### config.mk
export PLATFORM = sky130hd
export DESIGN_NAME = spi_sensor_scheduler
export DESIGN_NICKNAME = d
export VERILOG_FILES = /design/src/rtl/spi_sensor_scheduler.sv
export SDC_FILE = /design/constraint.sdc
export NUM_CORES = 1
export LEC_CHECK = 0
export ABC_AREA = 1
export BUFFER_PORTS_ARGS = -buffer_cell sky130_fd_sc_hd__buf_2
export CORE_MARGIN = 3
export CORE_UTILIZATION = 55
export DETAILED_ROUTE_END_ITERATION = 10
export PLACE_DENSITY = 0.84
export SLEW_MARGIN = 40
export SYNTH_ARGS = -nofsm -noshare
export SYNTH_HDL_FRONTEND = slang
export SYNTH_SLANG_ARGS = --single-unit
### constraint.sdc
create_clock -name clk_12M -period 2.1 [get_ports clk_12M]
set_input_delay 0 -clock clk_12M [delete_from_list [all_inputs] [get_ports clk_12M]]
set_output_delay 0 -clock clk_12M [all_outputs]
set_load 0.1 [all_outputs]
### src/rtl/spi_sensor_scheduler.sv
// Shared SPI sensor bus scheduler: periodic scans plus on-demand reads,
// round-robin arbitration and 16-bit read frames returning an 8-bit sample.
module spi_sensor_scheduler #(
  parameter int unsigned NUM_CH     = 2,
  parameter int unsigned SCLK_DIV   = 4,
  parameter int unsigned FRAME_BITS = 16,
  parameter int unsigned DATA_MSB   = 12,
  parameter int unsigned DATA_LSB   = 5,
  parameter int unsigned PERIOD     = 1200000,
  localparam int unsigned CHW       = (NUM_CH > 1) ? $clog2(NUM_CH) : 1
) (
  input  logic              clk_12M,
  input  logic              reset,
  input  logic              enable,
  input  logic [NUM_CH-1:0] ch_mask,
  input  logic [NUM_CH-1:0] req,
  input  logic              sdo,
  output logic              sclk,
  output logic [NUM_CH-1:0] cs_n,
  output logic [7:0]        data_out,
  output logic [CHW-1:0]    ch_out,
  output logic              data_valid,
  output logic              busy,
  output logic              overrun
);

  localparam int unsigned HALF = SCLK_DIV / 2;
  localparam int unsigned CW   = (SCLK_DIV > 1) ? $clog2(SCLK_DIV) : 1;
  localparam int unsigned BW   = (FRAME_BITS > 1) ? $clog2(FRAME_BITS) : 1;
  localparam int unsigned TW   = (PERIOD > 1) ? $clog2(PERIOD) : 1;

  localparam logic [1:0] IDLE  = 2'd0;
  localparam logic [1:0] SETUP = 2'd1;
  localparam logic [1:0] SHIFT = 2'd2;
  localparam logic [1:0] HOLD  = 2'd3;

  logic [1:0]          state, state_nx;
  logic [CW-1:0]       cnt, cnt_nx;
  logic [BW-1:0]       bit_cnt, bit_cnt_nx;
  logic [DATA_MSB:0]   frame, frame_nx;
  logic [CHW-1:0]      cur_ch, cur_ch_nx;
  logic [CHW-1:0]      rr_ptr, rr_ptr_nx;
  logic                sclk_nx, busy_nx, data_valid_nx;
  logic [NUM_CH-1:0]   cs_n_nx;
  logic [7:0]          data_out_nx;
  logic [CHW-1:0]      ch_out_nx;

  logic [TW-1:0]       timer;
  logic                tick;
  logic [NUM_CH-1:0]   pending;
  logic [NUM_CH-1:0]   grant_oh;
  logic                grant_found;
  logic [CHW-1:0]      grant_idx;
  logic [CHW-1:0]      cand;

  assign tick = enable && (timer == TW'(PERIOD - 1));

  // Round-robin search: first pending channel at or above the pointer, wrapping.
  always_comb begin
    grant_found = 1'b0;
    grant_idx   = '0;
    cand        = '0;
    for (int unsigned i = 0; i < NUM_CH; i++) begin
      cand = CHW'((32'(rr_ptr) + i) % NUM_CH);
      if (!grant_found && pending[cand]) begin
        grant_found = 1'b1;
        grant_idx   = cand;
      end
    end
  end

  // Scan timer, pending request vector and sticky overrun flag.
  always_ff @(posedge clk_12M or posedge reset) begin
    if (reset) begin
      timer   <= '0;
      pending <= '0;
      overrun <= 1'b0;
    end else if (!enable) begin
      timer   <= '0;
      pending <= '0;
    end else begin
      timer   <= tick ? '0 : timer + TW'(1);
      pending <= (pending & ~grant_oh) | (tick ? ch_mask : '0) | req;
      if (tick && ((pending & ch_mask) != '0)) overrun <= 1'b1;
    end
  end

  // Next-state and next-output logic for the frame sequencer.
  always_comb begin
    state_nx      = state;
    cnt_nx        = cnt + CW'(1);
    bit_cnt_nx    = bit_cnt;
    frame_nx      = frame;
    cur_ch_nx     = cur_ch;
    rr_ptr_nx     = rr_ptr;
    sclk_nx       = sclk;
    cs_n_nx       = cs_n;
    busy_nx       = busy;
    data_valid_nx = 1'b0;
    data_out_nx   = data_out;
    ch_out_nx     = ch_out;
    grant_oh      = '0;
    case (state)
      IDLE: begin
        cnt_nx  = '0;
        sclk_nx = 1'b1;
        cs_n_nx = '1;
        busy_nx = 1'b0;
        if (enable && grant_found) begin
          grant_oh  = NUM_CH'(1) << grant_idx;
          state_nx  = SETUP;
          cs_n_nx   = ~(NUM_CH'(1) << grant_idx);
          busy_nx   = 1'b1;
          cur_ch_nx = grant_idx;
          rr_ptr_nx = CHW'((32'(grant_idx) + 32'd1) % NUM_CH);
        end
      end
      SETUP: begin
        if (cnt == CW'(HALF - 1)) begin
          state_nx   = SHIFT;
          cnt_nx     = '0;
          bit_cnt_nx = '0;
          sclk_nx    = 1'b0;
        end
      end
      SHIFT: begin
        if (cnt == CW'(HALF - 1)) begin
          sclk_nx  = 1'b1;
          frame_nx = {frame[DATA_MSB-1:0], sdo};
        end
        if (cnt == CW'(SCLK_DIV - 1)) begin
          cnt_nx = '0;
          if (bit_cnt == BW'(FRAME_BITS - 1)) begin
            state_nx      = HOLD;
            cs_n_nx       = '1;
            data_valid_nx = 1'b1;
            data_out_nx   = 8'(frame[DATA_MSB:DATA_LSB]);
            ch_out_nx     = cur_ch;
          end else begin
            bit_cnt_nx = bit_cnt + BW'(1);
            sclk_nx    = 1'b0;
          end
        end
      end
      HOLD: begin
        if (cnt == CW'(SCLK_DIV - 1)) begin
          state_nx = IDLE;
          cnt_nx   = '0;
          busy_nx  = 1'b0;
        end
      end
      default: state_nx = IDLE;
    endcase
  end

  // Sequencer state and registered outputs.
  always_ff @(posedge clk_12M or posedge reset) begin
    if (reset) begin
      state      <= IDLE;
      cnt        <= '0;
      bit_cnt    <= '0;
      frame      <= '0;
      cur_ch     <= '0;
      rr_ptr     <= '0;
      sclk       <= 1'b1;
      cs_n       <= '1;
      busy       <= 1'b0;
      data_valid <= 1'b0;
      data_out   <= '0;
      ch_out     <= '0;
    end else begin
      state      <= state_nx;
      cnt        <= cnt_nx;
      bit_cnt    <= bit_cnt_nx;
      frame      <= frame_nx;
      cur_ch     <= cur_ch_nx;
      rr_ptr     <= rr_ptr_nx;
      sclk       <= sclk_nx;
      cs_n       <= cs_n_nx;
      busy       <= busy_nx;
      data_valid <= data_valid_nx;
      data_out   <= data_out_nx;
      ch_out     <= ch_out_nx;
    end
  end

endmodule

==> Word-level counts from Yosys, hierarchy flattened <==
Cells that the tools add are included.
{ "totals": {"register_bits": 61, "inputBits": 8, "out_inout_bits": 15, "elab_cells": 103} }
{ "op_classes": {"addsub": 5, "n_lt_le_gt_ge": 2, "eq_ne": 13, "shifts": 1, "muxes": 40, "n_bitwise": 6, "n_reduce_logical": 21} }
{ "ops": {"columns": ["op", "n"], "rows": [
  ["$mux W21", 2],
  ["$mux W2", 12],
  ["$add A21 B1 Y21 const B", 1],
  ["$eq A21 B21 Y1 const B", 1],
  ["$mux W1", 17],
  ["$mux W4", 3],
  ["$ne A2 B2 Y1 const B", 6],
  ["$reduce_and A2 Y1", 5],
  ["$pmux W2 S4", 1],
  ["$pmux W4 S2", 1],
  ["$reduce_bool A2 Y1", 4],
  ["$eq A2 B2 Y1 const B", 3],
  ["$pmux W2 S3", 1],
  ["$reduce_and A3 Y1", 2],
  ["$reduce_and A5 Y1", 1],
  ["$add A4 B1 Y4 const B", 1],
  ["$and A2 B2 Y2", 2],
  ["$eq A2 B1 Y1 const B", 2],
  ["$eq A4 B4 Y1 const B", 1],
  ["$logic_and A1 B1 Y1", 4],
  ["$lt A1 B2 Y1 const B", 2],
  ["$not A2 Y2", 2],
  ["$or A2 B2 Y2", 2],
  ["$pmux W2 S2", 1],
  ["other kinds (10)", 11]
]} }

==> Longest topological paths before layout <==
{ "depth": {"depth_word": 14, "mapped_depth": 10, "ltp_nobuf": 10} }

==> Least setup slack after synthesis <==
No wires, ideal clock.
{ "synth_timing": {"path_kind": "reg-to-reg", "startpoint": "register state[0]", "endpoint": "register pending[1]", "setup_ns": 0.136, "arrival_time_ns": 1.293, "required_time_ns": 1.964, "setup_slack_ns": 0.670, "path_stages_with_launch": 9, "path_buffers": 1, "period_less_slack_ns": 1.430, "path_cell_list": "dfrtp_1 inv_1 ha_1 clkbuf_1 inv_1 nor2_1 nand2_1 a21oi_1 a21oi_1"} }
{ "synth_via": {"elab_chain_len": 7} }
{ "synth_lines": {"columns": ["item", "line", "source"], "rows": [
  ["start: declaration", "37", "logic [1:0] state, state_nx;"],
  ["start signal: assignment", "172", "state <= state_nx;"],
  ["$logic_not A2 Y1", "103", "case (state)"],
  ["$mux W2", "103", null],
  ["$not A2 Y2", "83", "pending <= (pending & ~grant_oh) | (tick ? ch_mask : '0) | req;"],
  ["$and A2 B2 Y2", "83", null],
  ["$or A2 B2 Y2 (2 in a row)", "83", null],
  ["$mux W2", "78", "end else if (!enable) begin"],
  ["end signal: assignment", "83", null],
  ["end: declaration", "50", "logic [NUM_CH-1:0] pending;"]
]} }
Every way passes these cells.
A chain may end at the register's enable or synchronous reset.

==> Final worst setup path <==
{ "layout_timing": {"startpoint": "register state[0]", "endpoint": "register pending[0]"} }
Same word-level chain as after synthesis.

==> results.ini <==
[synthesis]
ys.flop_type = dfrtp_1
netlist-cell-type-count = 31
seq_area_frac_synth_pct = 48.96
syn_inst = 364
synth_edf_count = 0
async_flop_share_pct = 100.0
syn_area_mm2 = 0.003125
yosys-top-cells-count = 77 x nand2_1, 58 x dfrtp_1, 43 x inv_1, 43 x nor2_1, 21 x o21ai_0
yosys-top-cells-area = dfrtp_1 46%, nand2_1 9.2%, inv_1 5.2%
yosys_warnings = 0
synth_top_cell_by_area = dfrtp_1
avgSynthCellArea_um2 = 8.587
synth-seq-cells = 61
synth_nets = 382
yosysMostFrequentCell = nand2_1
synth_top_area_share_pct = 46.44

[worst_setup_path]
crit_arrival_ns = 2.12
rr_endpoint = pending[0]
start_kind = flip-flop
r2r_start = state[0]
r2r_setup_slack_ns = 0.21
crit_fanout = 8
end_kind = flip-flop
reg2reg_depth = 6
cp.required_ns = 2.33
worstSetupPathType = reg2reg

[clock_tree]
clockRootBuffer = clkbuf_8
path_clk_slew_ns = 0.07
cts_htree_levels = 3
numCtsBuffers = 9
cts_tree = yes
clk-insertion-delay-late_ns = 0.34
postCtsSetupBuffers = 0
cts_max_path_buffers = 2
clkSinkCount = 61

[pwr]
leakagePower_nw = 1.695
pwr_density_cell_mw_per_mm2 = 1065
max-vdd-ir-drop_mv = 1.362

[floorplan]
rows = 26
die_h_um = 81.39
die_area_mm2 = 0.006624
core_area_mm2 = 0.005303
start_util_pct = 58.94
io_pins = 23
die_x_um = 81.39

[route]
routed_wl_um = 6008
wl_per_cell_um = 12.68
ant_nets = 0
drc = 0
first_pass_iters = 5
drt_iter0_markers = 179
viasPerCell = 5.120
vias = 2427

[final_layout]
final_layout_size_suffix_gt1_share_pct = 21.78
multi_input_area_mm2 = 0.001368
fin_nets = 417
area_growth_pct = 15.41
postLayoutCellArea_mm2 = 0.003607
seqCellArea_mm2 = 0.001530
fill_cells = 382
num_antenna_cells = 0

[sta]
setup_violations = 0
fin_crit_ns = 1.895
rsz0062_at_grt = false
setup_tns_ns = 0
slew_headroom_pct = 57.25
fin_worst_skew_ns = 0.007303
slew_viol_final = 0
finalCritPeriodShare_pct = 90.23
fmax_mhz = 527.8
final_hold_viol_count = 0
worst_slew_pin_slew_ns = 0.6404

[global_routing]
grt-ovfl-total = 0
grt_max_degree = 33
track_usage_pct = 20.84
antenna_found_initial = 0
grt_pass1_vias = 2415
grt_pass1_wl_um = 10450

[placement]
dp_hpwl_um = 4226
gp_congestion = 0.8790
port_buffers = 22
place_area_mm2 = 0.003307

[min_path]
worstHoldPathType = in2reg
holdPathStages = 5
hold_start = enable
holdPathEnd = timer[17]

[outcome]
status = finished clean

[run]
cap_violations = 0

## cell usage in the layout, fill, tap and decap left out, types with 6 or more instances in the layout
master,count
o21ai_0,21
a21oi_1,13
nand3_1,13
clkbuf_8,10
o21ai_2,8
dfrtp_1,58
nand2_1,77
nor2_4,8
xor2_1,9
dlygate4sd3_1,6
inv_1,42
nor2_2,14
nand2_2,8
nor2_1,43
buf_2,22
nor3_1,6
ha_1,10
## critical path: stages (launching register included)
cell and delay [ns]:
dfrtp_1 0.43, inv_1 0.11, ha_1 0.32, nand3_1 0.15
a21oi_1 0.14, a21oi_1 0.07, dlygate4sd3_1 0.56
## cell type report
cell class	instances	area share, %
multi-input cells	249	37.91
repair buffers	31	5.689
clock buffers	12	4.024
clock inverters	4	2.636
flip-flops and latches	61	42.42
inverters	47	4.891
well taps	70	2.428
## stage by stage
| stage | utilization (%) | setup WS [ns] | power [mW] | hold slack (ns) | std cells |
|---|---|---|---|---|---|
| final | 68.03 | 0.2052 | 3.840 | 0.06792 | 474 |
| after global routing | 68.03 | 0.07237 | 4.072 | 0.07887 | 474 |
| after CTS | 68.03 | 0.2044 | 3.871 | 0.05178 | 474 |
| after detailed placement | 62.36 | 0.3653 | 2.575 | 0.1208 | 452 |
| after global placement | 62.36 | 0.4463 | 2.528 | 0.1181 | 452 |
| after floorplan | - | 0.5919 | 2.371 | 0.1549 | 364 |
## routing by layer
| layer | track usage (%) | routed length, µm | share of wire (%) |
|---|---|---|---|
| met5 | 0 | 0 | 0 |
| met4 | 11.32 | 136 | 2.3 |
| met3 | 5.322 | 285 | 4.7 |
| met2 | 33.31 | 2822 | 47 |
| met1 | 25.73 | 2764 | 46 |
## kinds of logic (layout without fill, tap and decap cells)
family          after synthesis  count (layout)  synth area share [%]
simple gates                178             178                 27.02
compound gates               48              48                 9.088
fa+ha+maj                    10              10                 4.003
xor+xnor                     13              13                 3.643
flops                        61              61                 48.96
buf+inv                      54              94                 7.285
## registers in the layout (all words and copies together), names as in the netlist, 2 cells and up
register  flops
bit_cnt       4
cnt           2
cs_n          2
data_out      8
frame        13
pending       2
state         2
timer        21
## how the worst max path moves through the flow
stage | startpoint | endpoint | slack [ns] | cells after the start
global route | timer[0] | pending[0] | 0.07 | 6
global placement | state[0] | bit_cnt[3] | 0.45 | 9
floorplan | reset | bit_cnt[0] | 0.59 | 1
finish | state[0] | pending[0] | 0.21 | 6
CTS | state[0] | pending[0] | 0.20 | 6
detailed placement | state[0] | bit_cnt[3] | 0.37 | 9
## repair_timing
| item | in CTS | in global routing |
|---|---|---|
| setup endpoints to repair | 0 | 0 |
| hold buffers | 6 | 0 |
| gates resized for setup | 0 | 0 |
| endpoints found under the hold margin | 32 | 0 |
## where the power goes
| part | leakage, nW | internal [mW] | total, mW | switching (mW) |
|---|---|---|---|---|
| Sequential | 0.815 | 1.39 | 1.51 | 0.117 |
| Combinational | 0.759 | 0.293 | 1.06 | 0.765 |
| Clock | 0.121 | 0.820 | 1.27 | 0.449 |
Note: power is estimated with default switching activity, not from simulation.
